[config.mk]
export PLATFORM = sky130hd
export DESIGN_NAME = seg7_scan_driver
export DESIGN_NICKNAME = d
export VERILOG_FILES = /design/src/rtl/seg7_pkg.sv /design/src/rtl/seg7_decode.sv /design/src/rtl/seg7_scan_driver.sv
export SDC_FILE = /design/constraint.sdc
export NUM_CORES = 1
export LEC_CHECK = 0
export BUFFER_PORTS_ARGS = -buffer_cell sky130_fd_sc_hd__buf_2
export CORE_MARGIN = 8
export CORE_UTILIZATION = 30
export CTS_CLUSTER_SIZE = 40
export DETAILED_ROUTE_END_ITERATION = 10
export MAX_ROUTING_LAYER = met4
export PLACE_DENSITY_LB_ADDON = 0.12
export REMOVE_ABC_BUFFERS = 1
export SLEW_MARGIN = 0
export SYNTH_ARGS = -nofsm -noshare
export SYNTH_HDL_FRONTEND = slang
export SYNTH_SLANG_ARGS = --single-unit
[constraint.sdc]
create_clock -name clk -period 5.9 [get_ports clk]
set_input_delay 0.59 -clock clk [delete_from_list [all_inputs] [get_ports clk]]
set_output_delay 0.59 -clock clk [all_outputs]
set_load 0.03 [all_outputs]
[src/rtl/seg7_pkg.sv]
// Shared constants and glyph table for the 7-segment display blocks.
// Glyphs are active-low {g,f,e,d,c,b,a}; the decimal point is handled separately.
package seg7_pkg;

    localparam int NUM_DIGITS = 6;

    localparam logic [6:0] GLYPH_0     = 7'h40;
    localparam logic [6:0] GLYPH_1     = 7'h79;
    localparam logic [6:0] GLYPH_2     = 7'h24;
    localparam logic [6:0] GLYPH_3     = 7'h30;
    localparam logic [6:0] GLYPH_4     = 7'h19;
    localparam logic [6:0] GLYPH_5     = 7'h12;
    localparam logic [6:0] GLYPH_6     = 7'h02;
    localparam logic [6:0] GLYPH_7     = 7'h78;
    localparam logic [6:0] GLYPH_8     = 7'h00;
    localparam logic [6:0] GLYPH_9     = 7'h10;
    localparam logic [6:0] GLYPH_DASH  = 7'h3F;
    localparam logic [6:0] GLYPH_BLANK = 7'h7F;

    // Non-decimal nibbles show a dash so corrupted BCD is visible on the display.
    function automatic logic [6:0] nibble_to_glyph(input logic [3:0] nibble);
        logic [6:0] glyph;
        case (nibble)
            4'd0:    glyph = GLYPH_0;
            4'd1:    glyph = GLYPH_1;
            4'd2:    glyph = GLYPH_2;
            4'd3:    glyph = GLYPH_3;
            4'd4:    glyph = GLYPH_4;
            4'd5:    glyph = GLYPH_5;
            4'd6:    glyph = GLYPH_6;
            4'd7:    glyph = GLYPH_7;
            4'd8:    glyph = GLYPH_8;
            4'd9:    glyph = GLYPH_9;
            default: glyph = GLYPH_DASH;
        endcase
        return glyph;
    endfunction

endpackage

[src/rtl/seg7_decode.sv]
// Combinational nibble-to-segment decoder producing an active-low {dp,g..a} pattern.
// Usable standalone for static HEX displays as well as inside the scan driver.
module seg7_decode
    import seg7_pkg::*;
(
    input  logic [3:0] nibble,
    input  logic       blank,
    input  logic       dp,
    output logic [7:0] seg
);

    // The decimal point stays lit even on a blanked digit.
    assign seg = {~dp, blank ? GLYPH_BLANK : nibble_to_glyph(nibble)};

endmodule

[src/rtl/seg7_scan_driver.sv]
// Time-multiplexed 6-digit common-anode display driver with per-frame snapshot,
// leading-zero blanking and a blank interval at the start of every digit slot.
module seg7_scan_driver
    import seg7_pkg::*;
#(
    parameter int DIGIT_TICKS = 50_000,
    parameter int BLANK_TICKS = 500
) (
    input  logic                  clk,
    input  logic                  rst_n,
    input  logic [4*NUM_DIGITS-1:0] data,
    input  logic [NUM_DIGITS-1:0] dp_mask,
    input  logic                  blank_en,
    output logic [NUM_DIGITS-1:0] sel,
    output logic [7:0]            seg,
    output logic                  frame_start
);

    localparam int CW = $clog2(DIGIT_TICKS);
    localparam logic [CW-1:0] TICK_LAST  = CW'(DIGIT_TICKS - 1);
    localparam logic [CW-1:0] BLANK_END  = CW'(BLANK_TICKS);
    localparam logic [2:0]    DIGIT_LAST = 3'(NUM_DIGITS - 1);

    logic [CW-1:0]             tick_cnt;
    logic [2:0]                digit_idx;
    logic [4*NUM_DIGITS-1:0]   shadow_data;
    logic [NUM_DIGITS-1:0]     shadow_dp;
    logic                      tick_wrap;
    logic                      snapshot;
    logic [NUM_DIGITS-1:0]     lead_zero;
    logic [3:0]                cur_nibble;
    logic                      cur_blank;
    logic                      cur_dp;
    logic [7:0]                seg_next;

    assign tick_wrap = (tick_cnt == TICK_LAST);
    assign snapshot  = tick_wrap && (digit_idx == DIGIT_LAST);

    always_ff @(posedge clk or negedge rst_n) begin
        if (!rst_n) begin
            tick_cnt  <= '0;
            digit_idx <= '0;
        end else if (tick_wrap) begin
            tick_cnt  <= '0;
            digit_idx <= (digit_idx == DIGIT_LAST) ? 3'd0 : digit_idx + 3'd1;
        end else begin
            tick_cnt  <= tick_cnt + 1'b1;
        end
    end

    // Loading only at the very end of slot 5 keeps a whole frame on one value.
    always_ff @(posedge clk or negedge rst_n) begin
        if (!rst_n) begin
            shadow_data <= '0;
            shadow_dp   <= '0;
            frame_start <= 1'b0;
        end else begin
            frame_start <= snapshot;
            if (snapshot) begin
                shadow_data <= data;
                shadow_dp   <= dp_mask;
            end
        end
    end

    // lead_zero[i]: every shadow digit from i up to the most significant is zero.
    always_comb begin
        lead_zero = '0;
        for (int i = 0; i < NUM_DIGITS; i++) begin
            lead_zero[i] = ((shadow_data >> (4 * i)) == '0);
        end
    end

    assign cur_nibble = shadow_data[{digit_idx, 2'b00} +: 4];
    assign cur_dp     = shadow_dp[digit_idx];
    assign cur_blank  = blank_en && (digit_idx != 3'd0) && lead_zero[digit_idx];

    seg7_decode u_decode (
        .nibble (cur_nibble),
        .blank  (cur_blank),
        .dp     (cur_dp),
        .seg    (seg_next)
    );

    // Turning all selects off early in each slot hides ghosting between digits.
    always_ff @(posedge clk or negedge rst_n) begin
        if (!rst_n) begin
            sel <= '1;
            seg <= 8'hFF;
        end else if (tick_cnt < BLANK_END) begin
            sel <= '1;
            seg <= 8'hFF;
        end else begin
            sel <= ~(NUM_DIGITS'(1) << digit_idx);
            seg <= seg_next;
        end
    end

endmodule

==> results of run 1 <==
## logic make-up after synthesis
kind of cell	after synthesis	synth area share [%]
xor+xnor	13	3.58
simple gates	77	13.4
buf+inv	16	2.64
flops	64	51.0
compound gates	31	6.58
mux	47	20.0
fa+ha+maj	7	2.76
## cells in the final DEF, fill, tap and decap left out, drive strengths merged, types with 2 or more instances in the layout
| cell type | instances |
|---|---|
| nor2 | 17 |
| ha | 7 |
| mux2i | 13 |
| a21oi | 3 |
| or2 | 4 |
| xor2 | 5 |
| o22ai | 2 |
| o2111ai | 2 |
| nand4 | 2 |
| or4 | 2 |
| mux2 | 33 |
| bufinv | 2 |
| a31oi | 2 |
| nand2 | 15 |
| and4 | 2 |
| nor3 | 6 |
| nor2b | 2 |
| o21ai | 8 |
| nand2b | 4 |
| xnor2 | 8 |
| nor4 | 7 |
| dfrtp | 50 |
| dfstp | 14 |
| nand3 | 10 |
| o21bai | 2 |
| and3 | 4 |
| inv | 9 |
| o211ai | 6 |
| buf | 49 |
| clkbuf | 13 |
## registers in the layout, indices dropped and copies added, names as in the netlist
name and flops:
frame_start 1, shadow_data 24, shadow_dp 6, tick_cnt 16, seg 8, digit_idx 3
sel 6
## per-stage QoR
step	setup WS, ps	instance area [um2]	hold WS, ps
floorplan	3000	3130	294
global placement	2720	3550	483
detailed placement	2690	3550	496
CTS	2660	3770	465
global route	2570	3770	462
finish	2700	3770	421
## Yosys cell counts (4+ instances only)
| library cell | number |
|---|---|
| sky130_fd_sc_hd__ha_1 | 7 |
| sky130_fd_sc_hd__o211ai_1 | 6 |
| sky130_fd_sc_hd__nand2b_1 | 4 |
| sky130_fd_sc_hd__nor4_1 | 6 |
| sky130_fd_sc_hd__xnor2_1 | 8 |
| sky130_fd_sc_hd__nor2_1 | 17 |
| sky130_fd_sc_hd__o21ai_0 | 8 |
| sky130_fd_sc_hd__nor3_1 | 6 |
| sky130_fd_sc_hd__dfrtp_1 | 50 |
| sky130_fd_sc_hd__xor2_1 | 5 |
| sky130_fd_sc_hd__nand2_1 | 15 |
| sky130_fd_sc_hd__nand3_1 | 9 |
| sky130_fd_sc_hd__mux2_4 | 30 |
| sky130_fd_sc_hd__and3_1 | 4 |
| sky130_fd_sc_hd__dfstp_2 | 14 |
| sky130_fd_sc_hd__inv_1 | 9 |
| sky130_fd_sc_hd__mux2i_1 | 13 |
## where the power goes
group	internal [uW]	switching (uW)	leakage (uW)
clock network	261	170	0.000114
logic	28.2	23.5	0.000839
registers	450	8.58	0.000762
## worst paths after layout
path,cells past startpoint,slack (ps),endpoint,startpoint
worst min-delay path,2,420,tick_cnt[6]$_DFF_PN0_,rst_n
max in group asynchronous,2,4930,shadow_data[17]$_DFFE_PN0P_,rst_n
worst min register to register,1,500,tick_cnt[0]$_DFF_PN0_,tick_cnt[0]$_DFF_PN0_
worst max register to register,5,2700,shadow_data[6]$_DFFE_PN0P_,tick_cnt[12]$_DFF_PN0_
min in group clk,2,480,shadow_data[7]$_DFFE_PN0P_,data[7]
worst max-delay path,5,2700,shadow_data[6]$_DFFE_PN0P_,tick_cnt[12]$_DFF_PN0_
## cell type report
cell class                 count  area share, %
clock buffer                  13           4.21
clock inverter                 3           1.73
inverter                       9          0.896
multi-input combinational    175           39.1
sequential                    64           42.9
tap                          136           4.51
timing repair buffer          49           6.64
## worst reg2reg max path: stages, from the launching register on
cell                      delay, ps
sky130_fd_sc_hd__dfrtp_1        420
sky130_fd_sc_hd__or4_4          580
sky130_fd_sc_hd__or4_4          510
sky130_fd_sc_hd__nor4_4         500
sky130_fd_sc_hd__nand3_4        570
sky130_fd_sc_hd__mux2_4         510
## routing by layer
metal / part of all wire, % / up-vias / track usage, %
met3: 4.5 / 9 / 2.03
met2: 41 / 51 / 13.5
met5: 0 / - / -
li1: - / 1019 / -
met1: 53 / 973 / 14.7
met4: 1.4 / 0 / 5.22
==> run summary, run 1 <==
FLOORPLANNING
---------------------------------------------------------------------------------
Die area ...........................................................   0.0141 mm2
Horizontal extent of the die .......................................       119 um
Vert. Die Dim ......................................................       119 um
Initial cell density of the core ...................................        30.8%
IO Count ...........................................................           48
# rows .............................................................           37
Core outline area ..................................................   0.0103 mm2

CLOCK TREE
---------------------------------------------------------------------------------
Clock slew at reported path FFs ....................................        70 ps
Cts bufs inserted ..................................................            9
Cts hold-fix bufs ..................................................            0
Setup Buffers After CTS ............................................            0
Root buf cell ...................................................... sky130_fd_sc_hd__clkbuf_8
H-tree Lvls ........................................................            3
Clk sink count .....................................................           64
CTS tree ...........................................................          yes
Count of instances resized after the clock tree is built ...........            0
Worst skew pair latency ............................................       340 ps
Clk buf depth ......................................................            2

FINAL LAYOUT
---------------------------------------------------------------------------------
Post-synthesis to final-layout area growth .........................        18.7%
Post-route core utilization ........................................        36.5%
Footprint of the multi-input gates .................................  0.00147 mm2
Final antenna diode count ..........................................            0
Number of filler instances in the final layout .....................         1027
Final non-filler cell total ........................................          449
Register cell area after layout ....................................  0.00162 mm2
Final net count ....................................................          348
Fraction of layout cells with a size suffix above 1 ................        38.0%

CRITICAL PATH
---------------------------------------------------------------------------------
CP max stage cell .................................................. sky130_fd_sc_hd__or4_4
Data arrival time of the critical path .............................      3410 ps
Worst path cell trace .............................................. or4_4 > or4_4 > nor4_4 > nand3_4 > mux2_4
CP max FO ..........................................................           30
Most common cell type on the critical path ......................... sky130_fd_sc_hd__or4_4
Worst setup EP type ................................................     register
Maximum cell stage delay along the critical path ...................       580 ps
Crit-path leading delay family ..................................... simple AND/OR/NAND/NOR gates
Required @ worst endpoint ..........................................      6110 ps
Critical path type ................................................. register to register
Buffering stage count on the worst path with inverters included ....            0
Kind of start point of the critical path ...........................     register

STA
---------------------------------------------------------------------------------
Fraction of the cycle the final worst path needs ...................        54.2%
Total negative slack for setup checks ..............................         0 ps
Final worst clock skew .............................................      9.17 ps
Number of setup violations in the final report .....................            0
Pins over their slew limit .........................................            0
Slew @ Worst Pin ...................................................       819 ps
Rel. slew slack ....................................................        45.4%
Setup repair after global routing missed its margin ................           no
Peak Freq ..........................................................      313 MHz
Min Clock Period, post-route .......................................      3200 ps
Number of hold-slack violations in the final timing report .........            0

LOGIC SYNTHESIS
---------------------------------------------------------------------------------
Post-synth EDFFs ...................................................            0
Dominant synthesized flop cell ..................................... sky130_fd_sc_hd__dfrtp_1
Average cell area after synthesis ..................................     12.5 um2
Largest cells by area after synthesis .............................. sky130_fd_sc_hd__dfrtp_1 39%, sky130_fd_sc_hd__mux2_4 14%, sky130_fd_sc_hd__dfstp_2 12%
Instance count of the mapped netlist ...............................          255
Post-synth top area share ..........................................        39.4%
Sequential area share after synthesis ..............................        51.0%
Mapped cell area ...................................................  0.00318 mm2
Number of synthesized register bits ................................           64
Warnings, synthesis ................................................            0
Count of distinct cell types in the synthesized netlist ............           43
Fraction of synthesis flops using an asynchronous set or reset pin .         100%
Largest area contributor in the netlist ............................ sky130_fd_sc_hd__dfrtp_1

ROUTE
---------------------------------------------------------------------------------
Remaining antenna violation count ..................................            0
Via count ..........................................................         2052
Total detailed-routing wirelength ..................................      6920 um
Number of iterations in the first detailed-routing pass ............            4
Routed length per placed instance ..................................      15.4 um
Number of DRC violations after detailed routing ....................            0
Iteration-0 DRC Markers ............................................           78
Detail-routed via count per cell ...................................         4.57

GRT
---------------------------------------------------------------------------------
Wire length of the first global-routing pass .......................     11400 um
Overall Global Routing Usage .......................................        10.4%
Antenna violations before repair ...................................            0
Aggregate global routing overflow ..................................            0
Vias in the first global route .....................................         2215
Maximum number of pins on one net before global-route repair .......           65

PLACE
---------------------------------------------------------------------------------
Final Wtd Congestion ...............................................        0.780
Number of placed instances, taps included ..........................          433
Post-DP HPWL .......................................................      4850 um
I/O Buffers ........................................................           47

WORST HOLD PATH
---------------------------------------------------------------------------------
Worst hold path type ............................................... input pin to async pin

JOB
---------------------------------------------------------------------------------
Number of maximum-capacitance violations ...........................            0

PWR
---------------------------------------------------------------------------------
Leakage power ......................................................   0.00171 uW
Total power after layout ...........................................       941 uW
Worst IR drop on VDD ...............................................   0.000103 V
Cell Pwr Density ...................................................   249 mW/mm2

STATUS
---------------------------------------------------------------------------------
Status ............................................................. finished clean

(Power assumes the default switching activity.)
==> inputs of run 2 (changes only) <==
ABC_AREA = 1   (was unset)
clock period = 3 ns   (was 5.9 ns; I/O delays follow)
==> run summary, run 2 <==
STATUS
---------------------------------------------------------------------------------
Status ............................................................. finished clean

FLOORPLANNING
---------------------------------------------------------------------------------
IO Count ...........................................................           48
Initial cell density of the core ...................................        30.4%
Vert. Die Dim ......................................................       123 um
Die area ...........................................................   0.0152 mm2
# rows .............................................................           39
Core outline area ..................................................   0.0113 mm2
Horizontal extent of the die .......................................       123 um

LOGIC SYNTHESIS
---------------------------------------------------------------------------------
Warnings, synthesis ................................................            0
Post-synth top area share ..........................................        36.3%
Largest area contributor in the netlist ............................ sky130_fd_sc_hd__dfrtp_1
Dominant synthesized flop cell ..................................... sky130_fd_sc_hd__dfrtp_1
Count of distinct cell types in the synthesized netlist ............           35
Fraction of synthesis flops using an asynchronous set or reset pin .         100%
Sequential area share after synthesis ..............................        47.0%
Post-synth EDFFs ...................................................            0
Instance count of the mapped netlist ...............................          437
Largest cells by area after synthesis .............................. sky130_fd_sc_hd__dfrtp_1 36%, sky130_fd_sc_hd__nand2_1 18%, sky130_fd_sc_hd__dfstp_2 11%
Leading cell type by number of instances after synthesis ........... sky130_fd_sc_hd__nand2_1
Mapped cell area ...................................................  0.00345 mm2
Average cell area after synthesis ..................................     7.89 um2
Top cells by count, synth .......................................... 166 x sky130_fd_sc_hd__nand2_1, 63 x sky130_fd_sc_hd__nand3_1, 50 x sky130_fd_sc_hd__dfrtp_1, 36 x sky130_fd_sc_hd__nor2_1, 29 x sky130_fd_sc_hd__inv_1
Number of synthesized register bits ................................           64

CRITICAL PATH
---------------------------------------------------------------------------------
Required @ worst endpoint ..........................................      3260 ps
Maximum cell stage delay along the critical path ...................       720 ps
Worst path cell trace .............................................. inv_2 > nand2_1 > nand2_1 > nand2_1 > nand2_1 > a21oi_1 > inv_1 > ha_1 > inv_1 > nand3_1 > nand3_1 > nand3_1
Critical path type ................................................. register to register
Most common cell type on the critical path ......................... sky130_fd_sc_hd__nand2_1
Crit path from ..................................................... digit_idx[0]$_DFFE_PN0N_
CP max stage cell .................................................. sky130_fd_sc_hd__dfrtp_1
Kind of start point of the critical path ...........................     register
Reg2Reg Setup Slack ................................................       700 ps
CP max FO ..........................................................           17
R2R depth ..........................................................           12
Worst setup EP type ................................................     register
Data arrival time of the critical path .............................      2560 ps
Worst r2r dst ...................................................... seg[0]$_DFF_PN1_
R2r startpoint ..................................................... digit_idx[0]$_DFFE_PN0N_

GRT
---------------------------------------------------------------------------------
Maximum number of pins on one net before global-route repair .......           44
Vias in the first global route .....................................         3053
Antenna violations before repair ...................................            0
Overall Global Routing Usage .......................................        12.6%
Aggregate global routing overflow ..................................            0
Wire length of the first global-routing pass .......................     14600 um

FINAL LAYOUT
---------------------------------------------------------------------------------
Number of filler instances in the final layout .....................         1250
Fraction of layout cells with a size suffix above 1 ................        21.6%
Final antenna diode count ..........................................            0
Commonest non-fill, non-tap cell in the layout ..................... sky130_fd_sc_hd__nand2_1
Most frequent cells in the layout .................................. 166 x sky130_fd_sc_hd__nand2_1, 63 x sky130_fd_sc_hd__nand3_1, 50 x sky130_fd_sc_hd__dfrtp_1, 47 x sky130_fd_sc_hd__buf_2, 36 x sky130_fd_sc_hd__nor2_1
Final cell area excluding filler cells .............................  0.00402 mm2
Register with the most flip-flops ..................................  shadow_data
Max reg flops ......................................................           24
Final net count ....................................................          522
Largest regs ....................................................... shadow_data (24), tick_cnt (16), seg (8)
Post-synthesis to final-layout area growth .........................        16.6%
Post-route core utilization ........................................        35.5%

ROUTE
---------------------------------------------------------------------------------
Number of DRC violations after detailed routing ....................            0
Remaining antenna violation count ..................................            0
Number of iterations in the first detailed-routing pass ............            4
Detail-routed via count per cell ...................................         4.50
Routed length per placed instance ..................................      13.2 um
Total detailed-routing wirelength ..................................      8320 um
Iteration-0 DRC Markers ............................................          115
Via count ..........................................................         2836

STA
---------------------------------------------------------------------------------
Number of setup violations in the final report .....................            0
Total negative slack for setup checks ..............................         0 ps
Smallest hold slack ................................................       122 ps
Number of hold-slack violations in the final timing report .........            0
Peak Freq ..........................................................      435 MHz
Pins over their slew limit .........................................            0
Min Clock Period, post-route .......................................      2300 ps
Fraction of the cycle the final worst path needs ...................        76.7%
Final worst clock skew .............................................      5.82 ps
Slew @ Worst Pin ...................................................       995 ps
Setup repair after global routing missed its margin ................           no
Rel. slew slack ....................................................        33.7%

JOB
---------------------------------------------------------------------------------
Number of maximum-capacitance violations ...........................            0

PWR
---------------------------------------------------------------------------------
Design internal power ..............................................      1480 uW
Switching portion of total power ...................................        21.1%
Share of power burned in combinational logic .......................         2.1%
Total power after layout ...........................................      1880 uW
Power share of the clock group .....................................        51.9%
Cell Pwr Density ...................................................   468 mW/mm2
Leakage power ......................................................   0.00198 uW
Worst IR drop on VDD ...............................................   0.000199 V
Switch Pwr .........................................................       396 uW
Sequential group share of total power ..............................        46.1%

PLACE
---------------------------------------------------------------------------------
Cell area reported after detailed placement ........................  0.00374 mm2
Final Wtd Congestion ...............................................        0.828
Post-DP HPWL .......................................................      6290 um
I/O Buffers ........................................................           47

CLOCK TREE
---------------------------------------------------------------------------------
Clk buf depth ......................................................            2
Clk sink count .....................................................           64
Clock slew at reported path FFs ....................................        50 ps
Setup Buffers After CTS ............................................            0
H-tree Lvls ........................................................            3
Count of instances resized after the clock tree is built ...........            0
Cts hold-fix bufs ..................................................            0
CTS tree ...........................................................          yes
Worst skew pair latency ............................................       330 ps
Root buf cell ...................................................... sky130_fd_sc_hd__clkbuf_16
Cts bufs inserted ..................................................            9

WORST HOLD PATH
---------------------------------------------------------------------------------
Worst hold path type ............................................... input pin to async pin

run 2: cell types whose count changed after synthesis, moves of 13 or more:
cell	delta
sky130_fd_sc_hd__inv_1	+20
sky130_fd_sc_hd__mux2i_1	-13
sky130_fd_sc_hd__mux2_4	-30
sky130_fd_sc_hd__nand3_1	+54
sky130_fd_sc_hd__nand2_1	+151
sky130_fd_sc_hd__nor2_1	+19
run 2: how the worst max path moves through the flow:
stage,end,slack [ps],cells after the start
CTS,seg[0]$_DFF_PN1_,720,12
detailed placement,seg[0]$_DFF_PN1_,730,12
global route,seg[0]$_DFF_PN1_,450,12
global placement,seg[0]$_DFF_PN1_,820,12
finish,seg[0]$_DFF_PN1_,700,12
floorplan,seg[0]$_DFF_PN1_,1120,12
run 2: power groups by stage:
stage	clock, uW	combinational, uW	sequential (uW)
2_1_floorplan	0	0.204	879
4_1_cts	1000	41.3	865
3_5_place_dp	0	41.4	879
5_1_grt	1040	45.9	864
3_3_place_gp	0	40.4	879
6_report	974	39.0	865
run 2: critical path, delay by kind of cell, from the launching register on:
kind	cells	cell delay, ps
flip-flops	1	720
AO/OA/AOI/OAI	1	350
buffers and inverters	3	420
adder cells (fa/ha/maj)	1	200
AND/OR/NAND/NOR	7	530
run 2: cell type report:
cell class	instances	area [um2]	share of cell area (%)
Timing Repair Buffer	51	265	6.60
Multi-Input combinational cell	321	1540	38.3
Sequential cell	64	1620	40.3
Clock inverter	3	17.5	0.436
Clock buffer	13	260	6.48
Tap cell	143	179	4.45
Inverter	35	136	3.40
run 2: layer usage:
metal	global-route usage, %	wire [um]	vias to the layer above	share of wire, %
met2	18.5	3600	55	43
met1	16.5	4300	1297	52
met4	4.97	127	0	1.5
met3	3.01	300	8	3.6
met5	-	0	-	0
li1	-	-	1476	-
run 2: metrics by stage:
stage | cells | worst slack, ps
4_1_cts | 630 | 718
5_1_grt | 630 | 454
6_report | 630 | 699
3_3_place_gp | 614 | 822
3_5_place_dp | 614 | 727
2_1_floorplan | 420 | 1120
run 2: kinds of logic (layout without fill, tap and decap cells):
logic type / after synthesis / count (layout) / share of synthesized area, %
simple gates: 290 / 290 / 36.7
flops: 64 / 64 / 47.0
buf+inv: 52 / 102 / 8.35
compound gates: 15 / 15 / 3.09
xor+xnor: 9 / 9 / 2.29
fa+ha+maj: 7 / 7 / 2.54
==> inputs of run 3 (changes only) <==
clock period = 2.3 ns   (was 3 ns; I/O delays follow)
==> run summary, run 3 (same netlist as run 2, synthesis figures left out) <==
STATUS
---------------------------------------------------------------------------
Status ....................................................... finished clean

STA
---------------------------------------------------------------------------
Number of setup violations in the final report ...............            0
Total negative slack for setup checks ........................         0 ps
Final WS setup ...............................................       279 ps
Pins over their slew limit ...................................            0
Slew @ Worst Pin .............................................       587 ps
Rel. slew slack ..............................................        60.9%
Min Clock Period, post-route .................................      2020 ps
Peak Freq ....................................................      495 MHz
Number of hold-slack violations in the final timing report ...            0
Fraction of the cycle the final worst path needs .............        87.9%
Setup repair after global routing missed its margin ..........           no
Final worst clock skew .......................................      7.76 ps

CLOCK TREE
---------------------------------------------------------------------------
H-tree Lvls ..................................................            3
Clock slew at reported path FFs ..............................        60 ps
Worst skew pair latency ......................................       330 ps
CTS tree .....................................................          yes
Cts bufs inserted ............................................            9
Clk buf depth ................................................            2
Setup Buffers After CTS ......................................            0
Clk sink count ...............................................           64
Root buf cell ................................................ sky130_fd_sc_hd__clkbuf_16

FLOORPLANNING
---------------------------------------------------------------------------
# rows .......................................................           39
Initial cell density of the core .............................        30.4%
Horizontal extent of the die .................................       123 um
Vert. Die Dim ................................................       123 um
Die area .....................................................   0.0152 mm2
Core outline area ............................................   0.0113 mm2
IO Count .....................................................           48

GRT
---------------------------------------------------------------------------
Wire length of the first global-routing pass .................     14400 um
Maximum number of pins on one net before global-route repair .           41
Overall Global Routing Usage .................................        12.5%
Vias in the first global route ...............................         2941
Aggregate global routing overflow ............................            0
Antenna violations before repair .............................            0

PLACE
---------------------------------------------------------------------------
Pre-CTS setup slack ..........................................       278 ps
Final Wtd Congestion .........................................        0.817
I/O Buffers ..................................................           47
Post-DP HPWL .................................................      6450 um

JOB
---------------------------------------------------------------------------
Number of maximum-capacitance violations .....................            0

FINAL LAYOUT
---------------------------------------------------------------------------
Register with the most flip-flops ............................  shadow_data
Final net count ..............................................          526
Commonest non-fill, non-tap cell in the layout ............... sky130_fd_sc_hd__nand2_1
Final antenna diode count ....................................            0
Fraction of layout cells with a size suffix above 1 ..........        21.8%
Footprint of the multi-input gates ...........................  0.00154 mm2
Largest regs ................................................. shadow_data (24), tick_cnt (16), seg (8)
Register cell area after layout ..............................  0.00162 mm2
Number of filler instances in the final layout ...............         1201
Most frequent cells in the layout ............................ 166 x sky130_fd_sc_hd__nand2_1, 63 x sky130_fd_sc_hd__nand3_1, 50 x sky130_fd_sc_hd__dfrtp_1, 47 x sky130_fd_sc_hd__buf_2, 36 x sky130_fd_sc_hd__nor2_1
Post-synthesis to final-layout area growth ...................        18.7%
Max reg flops ................................................           24

ROUTE
---------------------------------------------------------------------------
Iteration-0 DRC Markers ......................................          125
Number of iterations in the first detailed-routing pass ......            4
Remaining antenna violation count ............................            0
Routed length per placed instance ............................      13.3 um
Total detailed-routing wirelength ............................      8460 um
Number of DRC violations after detailed routing ..............            0
Via count ....................................................         2792
Detail-routed via count per cell .............................         4.40

PWR
---------------------------------------------------------------------------
Cell Pwr Density .............................................   638 mW/mm2
Worst IR drop on VDD .........................................   0.000453 V
Leakage power ................................................   0.00202 uW
Total power after layout .....................................      2610 uW

CRITICAL PATH
---------------------------------------------------------------------------
Most common cell type on the critical path ................... sky130_fd_sc_hd__nand3_1
R2R depth ....................................................           12
Critical path type ........................................... register to register
Maximum cell stage delay along the critical path .............       560 ps
Data arrival time of the critical path .......................      2270 ps
Kind of start point of the critical path .....................     register
CP max stage cell ............................................ sky130_fd_sc_hd__dfrtp_1
CP max FO ....................................................           12
Worst setup EP type ..........................................     register
Required @ worst endpoint ....................................      2550 ps
Worst path cell trace ........................................ inv_4 > nand2_4 > nor2_8 > nand2_1 > nand2_1 > a21oi_1 > inv_1 > ha_1 > inv_1 > nand3_1 > nand3_1 > nand3_1

WORST HOLD PATH
---------------------------------------------------------------------------
Worst hold path type ......................................... input pin to register
Worst hold path depth ........................................            3

-- run 3: cell count changes in the layout (fill, tap and decap cells not counted), sizes merged --
cell         before  now
bufinv            0    2
clkinvlp          1    0
buf              51   54
clkbuf           13   12
dlygate4sd3       0    1
-- run 3: path summary, 6_finish.rpt --
check                                         startpoint                          to  slack (ps)
worst max-delay path            digit_idx[1]$_DFFE_PN0N_            seg[0]$_DFF_PN1_         280
worst min-delay path                             data[1]  shadow_data[1]$_DFFE_PN0P_         120
min in group asynchronous                          rst_n      tick_cnt[11]$_DFF_PN0_         440
worst max register to register  digit_idx[1]$_DFFE_PN0N_            seg[0]$_DFF_PN1_         280
worst min register to register  shadow_dp[3]$_DFFE_PN0P_    shadow_dp[3]$_DFFE_PN0P_         480
max in group asynchronous                          rst_n            sel[2]$_DFF_PN1_        1170
-- run 3: power by group --
group	total, uW	internal (uW)	switching [uW]	leakage, uW
registers	1130	1130	0	0.000675
clock network	1430	945	482	0.000151
logic	53.3	23.5	29.8	0.00119
-- run 3: final cells by class --
class	instances	share of cell area, %
clock buffers	12	5.78
repair buffers	55	7.59
flip-flops and latches	64	39.6
well taps	143	4.37
clock inverters	4	1.71
inverters	35	3.33
multi-input cells	321	37.6
-- run 3: metrics by stage --
stage	utilization (%)	std cells	hold WS, ps	area [um2]
global placement	33.3	617	272	3770
detailed placement	33.3	617	266	3770
finish	36.1	634	122	4090
global route	36.1	634	132	4090
floorplan	-	420	-65.6	3290
CTS	36.1	634	116	4090
-- run 3: timing repair --
item,4_1_cts,5_1_grt
endpoints found under the hold margin,13,0
hold buffers,1,0
resized for setup,0,0
-- run 3: routing by layer --
metal	GRT usage (%)	wire [um]	up-vias
li1	-	-	1477
met1	16.6	4400	1245
met2	17.8	3560	56
met3	2.47	330	14
met4	6.09	172	0
met5	-	0	-
-- run 3: worst max-delay path, delay by kind of cell (launching register included) --
kind | cells | cell delay (ps)
flops | 1 | 560
compound gates | 1 | 330
fa+ha+maj | 1 | 190
simple gates | 7 | 550
buf+inv | 3 | 300
